`config.mk`:
```
export PLATFORM = sky130hd
export DESIGN_NAME = fsync_nbr_node
export DESIGN_NICKNAME = d
export VERILOG_FILES = /design/src/rtl/magia_tile_pkg.sv /design/src/rtl/fsync_nbr_node.sv
export SDC_FILE = /design/constraint.sdc
export NUM_CORES = 1
export LEC_CHECK = 0
export BUFFER_PORTS_ARGS = -buffer_cell sky130_fd_sc_hd__buf_4
export CORE_MARGIN = 3
export CORE_UTILIZATION = 55
export CTS_BUF_LIST = sky130_fd_sc_hd__clkbuf_16
export CTS_CLUSTER_SIZE = 8
export DETAILED_ROUTE_END_ITERATION = 8
export HOLD_SLACK_MARGIN = 0.02
export PLACE_DENSITY = 0.82
export SYNTH_ARGS = -nofsm -noshare
export SYNTH_HDL_FRONTEND = slang
export SYNTH_SLANG_ARGS = --single-unit
```
`constraint.sdc`:
```
create_clock -name clk_reg_g -period 2.54 [get_ports clk_reg_g]
set_input_delay 0.762 -clock clk_reg_g [delete_from_list [all_inputs] [get_ports clk_reg_g]]
set_output_delay 0.762 -clock clk_reg_g [all_outputs]
set_load 0.1 [all_outputs]
```
`src/rtl/magia_tile_pkg.sv`:
```
// Shared tile types for the fractal_sync neighbor node: state encoding,
// default field widths and the latched request record.
package magia_tile_pkg;

    localparam int unsigned FSYNC_NBR_AGGR_W = 2;
    localparam int unsigned FSYNC_NBR_ID_W   = 4;

    typedef enum logic [2:0] {
        FSYNC_NBR_IDLE   = 3'd0,
        FSYNC_NBR_WAIT_A = 3'd1,
        FSYNC_NBR_WAIT_B = 3'd2,
        FSYNC_NBR_WAKE   = 3'd3,
        FSYNC_NBR_ERR    = 3'd4
    } fsync_nbr_state_e;

    typedef struct packed {
        logic [FSYNC_NBR_AGGR_W-1:0] aggr;
        logic [FSYNC_NBR_ID_W-1:0]   id;
    } fsync_nbr_req_t;

    // Two requests belong to the same barrier only if every bit of aggr and id agrees.
    function automatic logic fsync_nbr_match(input fsync_nbr_req_t x, input fsync_nbr_req_t y);
        return (x.aggr == y.aggr) && (x.id == y.id);
    endfunction

endpackage

```
`src/rtl/fsync_nbr_node.sv`:
```
// Responder end of a fractal_sync neighbor link. Pairs one sync from side A
// with one from side B, then pulses wake (match) or error (mismatch,
// duplicate, timeout) to both sides for one cycle.
// Optional: define FSYNC_NBR_TIMEOUT_EN to abort a pending request after
// TIMEOUT_CYCLES cycles in a WAIT state.
module fsync_nbr_node
    import magia_tile_pkg::*;
#(
    parameter int unsigned NBR_AGGR_W     = FSYNC_NBR_AGGR_W,
    parameter int unsigned NBR_ID_W       = FSYNC_NBR_ID_W,
    parameter int unsigned TIMEOUT_CYCLES = 1024
) (
    input  logic                  clk_reg_g,
    input  logic                  rst_ni,
    input  logic                  clear_i,
    input  logic                  a_sync_i,
    input  logic [NBR_AGGR_W-1:0] a_aggr_i,
    input  logic [NBR_ID_W-1:0]   a_id_i,
    output logic                  a_wake_o,
    output logic                  a_error_o,
    input  logic                  b_sync_i,
    input  logic [NBR_AGGR_W-1:0] b_aggr_i,
    input  logic [NBR_ID_W-1:0]   b_id_i,
    output logic                  b_wake_o,
    output logic                  b_error_o,
    output logic                  busy_o
);

    localparam logic [2:0] ST_IDLE   = FSYNC_NBR_IDLE;
    localparam logic [2:0] ST_WAIT_A = FSYNC_NBR_WAIT_A;
    localparam logic [2:0] ST_WAIT_B = FSYNC_NBR_WAIT_B;
    localparam logic [2:0] ST_WAKE   = FSYNC_NBR_WAKE;
    localparam logic [2:0] ST_ERR    = FSYNC_NBR_ERR;

    logic [2:0]     state_q, state_d;
    fsync_nbr_req_t a_q, a_d, b_q, b_d;
    fsync_nbr_req_t a_live, b_live;
    logic           waiting;
    logic           timeout;

    assign a_live.aggr = a_aggr_i;
    assign a_live.id   = a_id_i;
    assign b_live.aggr = b_aggr_i;
    assign b_live.id   = b_id_i;

    assign waiting = (state_q == ST_WAIT_A) || (state_q == ST_WAIT_B);

`ifdef FSYNC_NBR_TIMEOUT_EN
    localparam int unsigned CNT_W = $clog2(TIMEOUT_CYCLES + 1);
    logic [CNT_W-1:0] cnt_q;

    // Cycles spent pending; restarts from 0 on every entry into a WAIT state.
    always_ff @(posedge clk_reg_g or negedge rst_ni) begin
        if (!rst_ni)      cnt_q <= '0;
        else if (clear_i) cnt_q <= '0;
        else if (waiting) cnt_q <= cnt_q + 1'b1;
        else              cnt_q <= '0;
    end

    assign timeout = waiting && (cnt_q == CNT_W'(TIMEOUT_CYCLES - 1));
`else
    assign timeout = 1'b0;
`endif

    // Next-state and latch update; WAKE/ERR reuse the IDLE rules so a new
    // barrier can start in the same cycle the previous one completes.
    always_comb begin
        state_d = state_q;
        a_d     = a_q;
        b_d     = b_q;
        unique case (state_q)
            ST_WAIT_B: begin
                if (a_sync_i)      state_d = ST_ERR;
                else if (b_sync_i) state_d = fsync_nbr_match(b_live, a_q) ? ST_WAKE : ST_ERR;
                else if (timeout)  state_d = ST_ERR;
            end
            ST_WAIT_A: begin
                if (b_sync_i)      state_d = ST_ERR;
                else if (a_sync_i) state_d = fsync_nbr_match(a_live, b_q) ? ST_WAKE : ST_ERR;
                else if (timeout)  state_d = ST_ERR;
            end
            default: begin
                state_d = ST_IDLE;
                if (a_sync_i && b_sync_i) begin
                    state_d = fsync_nbr_match(a_live, b_live) ? ST_WAKE : ST_ERR;
                end else if (a_sync_i) begin
                    a_d     = a_live;
                    state_d = ST_WAIT_B;
                end else if (b_sync_i) begin
                    b_d     = b_live;
                    state_d = ST_WAIT_A;
                end
            end
        endcase
        if (clear_i) begin
            state_d = ST_IDLE;
            a_d     = '0;
            b_d     = '0;
        end
    end

    // State and request latches.
    always_ff @(posedge clk_reg_g or negedge rst_ni) begin
        if (!rst_ni) begin
            state_q <= ST_IDLE;
            a_q     <= '0;
            b_q     <= '0;
        end else begin
            state_q <= state_d;
            a_q     <= a_d;
            b_q     <= b_d;
        end
    end

    assign a_wake_o  = (state_q == ST_WAKE);
    assign b_wake_o  = (state_q == ST_WAKE);
    assign a_error_o = (state_q == ST_ERR);
    assign b_error_o = (state_q == ST_ERR);
    assign busy_o    = waiting;

endmodule

```
==> metrics.cfg <==
[outcome]
status = completed

[worst_hold_path]
holdCritPathClass = in -> async

[power]
vdd_drop_max_mv = 0.6757
leakagePower_nw = 0.6032
finalPower_mw = 1.185
power_density_nw_per_um2 = 1018

[floorplan]
pin_count = 22
effective_utilization_at_floorplan_pct = 59.33
rows = 14
fp.coreArea_um2 = 1541
fp.dieH_um = 46.78
die_w_um = 46.78
design.die.area_um2 = 2188

[critical_path]
standard_cell_with_the_maximum_stage_delay_on_the_critical_path = sky130_fd_sc_hd__dfrtp_1
cp_data_arrival_time_ns = 1.49
worst-path-buf-inv = 2
worstSetupStartpointType = register
cp_max_fo = 6
timing.critical_path.required_ns = 1.78
cp_slowest_stage_delay_ns = 0.48
end_kind = primary output
critPathKind = reg -> out
cpLargestDelayFamily = flip-flops
cp_cell_sequence = xor2_1 -> nand2b_1 -> inv_1 -> buf_4

[global_route]
grt_antenna_before_repair = 0
grt_pass1_vias = 713
grt_usage_pct = 21.42
grt_pass1_wl_um = 3201
overflow = 0
grt_start_max_net_pins = 16

[logic_synthesis]
post_synth.cell_area_avg_um2 = 9.835
synth-compound-area-share_pct = 6.566
synth_fp_nets = 110
synth_area_leaders = sky130_fd_sc_hd__dfrtp_1 41%, sky130_fd_sc_hd__mux2i_1 13%, sky130_fd_sc_hd__xnor2_1 11%, sky130_fd_sc_hd__xor2_1 6.7%, sky130_fd_sc_hd__nor2_1 5.3%
syn_inst = 93
yosysUniqueCellTypes = 22
synth_largest_area_cell = sky130_fd_sc_hd__dfrtp_1
synthAdderAreaFrac_pct = 0
synth_top_area_share_pct = 41.04
synth_xor_xnor_area_share_pct = 18.19
synth.yosys.warnings = 0
muxShareOfSynthArea_pct = 13.13
synth_sequential_area_ratio_pct = 41.04
dominant_combinational_cell_family_by_area_after_synthesis = XOR/XNOR gates
simple_gate_share_of_the_synthesized_area_pct = 17.78
syn-cell-area_um2 = 914.6
postSynthRegisterBits = 15

[timing]
tightestPinTransition_ns = 0.3152
maxSlewHeadroom_pct = 78.79
postLayoutSetupSlackWorst_ns = 0.2848
number_of_hold_violations_in_the_final_report = 0
period_share_pct = 88.79
grt_setup_unrepaired = no
fmax_ghz = 0.4434
layout_min_cycle_time_ns = 2.255
setup-tns-final_ns = 0
timing.final.setup_violations = 0
finClkSkew_ns = 0.001665
finalMaxSlewViolations = 0

[place]
gpl.final_weighted_congestion = 0.7352
preCtsSetupSlack_ns = 0.5077
post-dp-hpwl_um = 1447
number_of_buffers_inserted_by_port_buffering = 21
dpl_cell_area_um2 = 1085

[final_layout]
final_common_cell = sky130_fd_sc_hd__buf_4
flow.area_growth_from_synthesis_pct = 27.22
finalCoreUtilization_pct = 75.49
ff_latch_area_um2 = 375.4
most_frequent_cells_in_the_layout = 21 x sky130_fd_sc_hd__buf_4, 15 x sky130_fd_sc_hd__dfrtp_1, 13 x sky130_fd_sc_hd__nor2_1
diodes = 0
final_layout_size_suffix_gt1_share_pct = 24.35
finish.net_count = 133
fillers = 107
layout.cell_area.non_filler_um2 = 1164
combined_area_of_the_multi_input_logic_cells_um2 = 520.5

[cts]
cts-root-buf = sky130_fd_sc_hd__clkbuf_16
clk_pin_slew_ns = 0.05
post_cts.resized_instances = 0
cts_setup_buffers = 0
cts_tree = built
tritoncts.num_buffers = 3
cts.htree.levels = 1
cts.sink_count = 15
clock_tree.buffer_depth = 2
worstSkewPairLatency_ns = 0.25
cts_hold_buf = 0

[routing]
via_per_inst = 5.664
vias = 742
drcViolationCount = 0
drt_first_pass_iters = 3
drt_iter0_drc = 13
ant_nets = 0
final_routed_wire_length_divided_by_cell_count_um = 15.38
final_routed_wirelength_um = 2015

[flow_run]
drv.max_cap_violation_count = 0

## logic make-up (layout without fill, tap and decap cells)
family / after synthesis / after routing
xor gates and xnor gates: 19 / 19
AOI/OAI and AO/OA: 10 / 10
DFF: 15 / 15
muxes: 12 / 12
and+or+nand+nor: 31 / 31
buffers and inverters: 6 / 28
## cell usage after synthesis
| cell | n |
|---|---|
| sky130_fd_sc_hd__mux2i_1 | 12 |
| sky130_fd_sc_hd__nor3b_1 | 2 |
| sky130_fd_sc_hd__nor4_1 | 2 |
| sky130_fd_sc_hd__nor2_1 | 13 |
| sky130_fd_sc_hd__nor3_1 | 4 |
| sky130_fd_sc_hd__a31oi_1 | 1 |
| sky130_fd_sc_hd__buf_4 | 2 |
| sky130_fd_sc_hd__nand3_2 | 2 |
| sky130_fd_sc_hd__xor2_1 | 7 |
| sky130_fd_sc_hd__clkbuf_1 | 1 |
| sky130_fd_sc_hd__a32o_2 | 1 |
| sky130_fd_sc_hd__and3b_1 | 1 |
| sky130_fd_sc_hd__nand2_1 | 2 |
| sky130_fd_sc_hd__o21ai_1 | 2 |
| sky130_fd_sc_hd__nand3_1 | 1 |
| sky130_fd_sc_hd__inv_1 | 3 |
| sky130_fd_sc_hd__o21a_1 | 1 |
| sky130_fd_sc_hd__nand4_1 | 3 |
| sky130_fd_sc_hd__o21ai_0 | 5 |
| sky130_fd_sc_hd__xnor2_1 | 12 |
| sky130_fd_sc_hd__dfrtp_1 | 15 |
| sky130_fd_sc_hd__nand2b_1 | 1 |
## final timing paths
kind | start | to | slack (ns) | cells after the start
max in group asynchronous | rst_ni | state_q[0]$_DFFE_PN0P_ | 2.00 | 1
worst min register to register | a_q[1]$_DFFE_PN0P_ | a_q[1]$_DFFE_PN0P_ | 0.54 | 2
worst min-delay path | rst_ni | state_q[1]$_DFFE_PN0P_ | 0.36 | 1
worst max-delay path | state_q[1]$_DFFE_PN0P_ | busy_o | 0.28 | 4
min in group clk_reg_g | a_q[1]$_DFFE_PN0P_ | a_q[1]$_DFFE_PN0P_ | 0.54 | 2
worst max register to register | state_q[1]$_DFFE_PN0P_ | state_q[1]$_DFFE_PN0P_ | 0.92 | 6
## where the power goes
part           total (mW)  switching, mW  internal, mW  leakage, nW
Clock               0.304         0.0955         0.208       0.0423
Sequential          0.329         0.0491         0.280        0.203
Combinational       0.551          0.379         0.172        0.357
Total                1.18          0.524         0.661        0.603
## per-stage QoR
| step | hold WS (ns) | std cells |
|---|---|---|
| detailed placement | 0.5365 | 127 |
| global placement | 0.5237 | 127 |
| CTS | 0.3672 | 131 |
| global route | 0.3666 | 131 |
| floorplan | 0.4664 | 93 |
| finish | 0.3616 | 131 |
## layout make-up
| cell class | count | area share (%) |
|---|---|---|
| clock buffer | 3 | 6.452 |
| clock inverter | 1 | 0.3226 |
| inverter | 3 | 0.9677 |
| multi-input combinational | 72 | 44.73 |
| sequential | 15 | 32.26 |
| tap | 16 | 1.720 |
| timing repair buffer | 21 | 13.55 |
## routing by layer
| metal | GRT usage [%] | wire, µm | up-vias |
|---|---|---|---|
| met3 | 4.981 | 65 | 8 |
| met5 | 0 | 0 | - |
| met1 | 28.40 | 902 | 350 |
| met2 | 31.44 | 983 | 17 |
| li1 | - | - | 367 |
| met4 | 13.26 | 63 | 0 |
## state kept, by name (all words and copies together), names as in the netlist
signal	cells
a_q	6
state_q	3
b_q	6
## worst reg2reg max path: cells and delay by family (launching register included)
kind	cells	cell delay, ns
AOI/OAI and AO/OA	3	0.59
DFF	1	0.46
xor gates and xnor gates	1	0.20
and+or+nand+nor	1	0.19
buffers and inverters	1	0.10
Note: power is estimated with default switching activity, not from simulation.
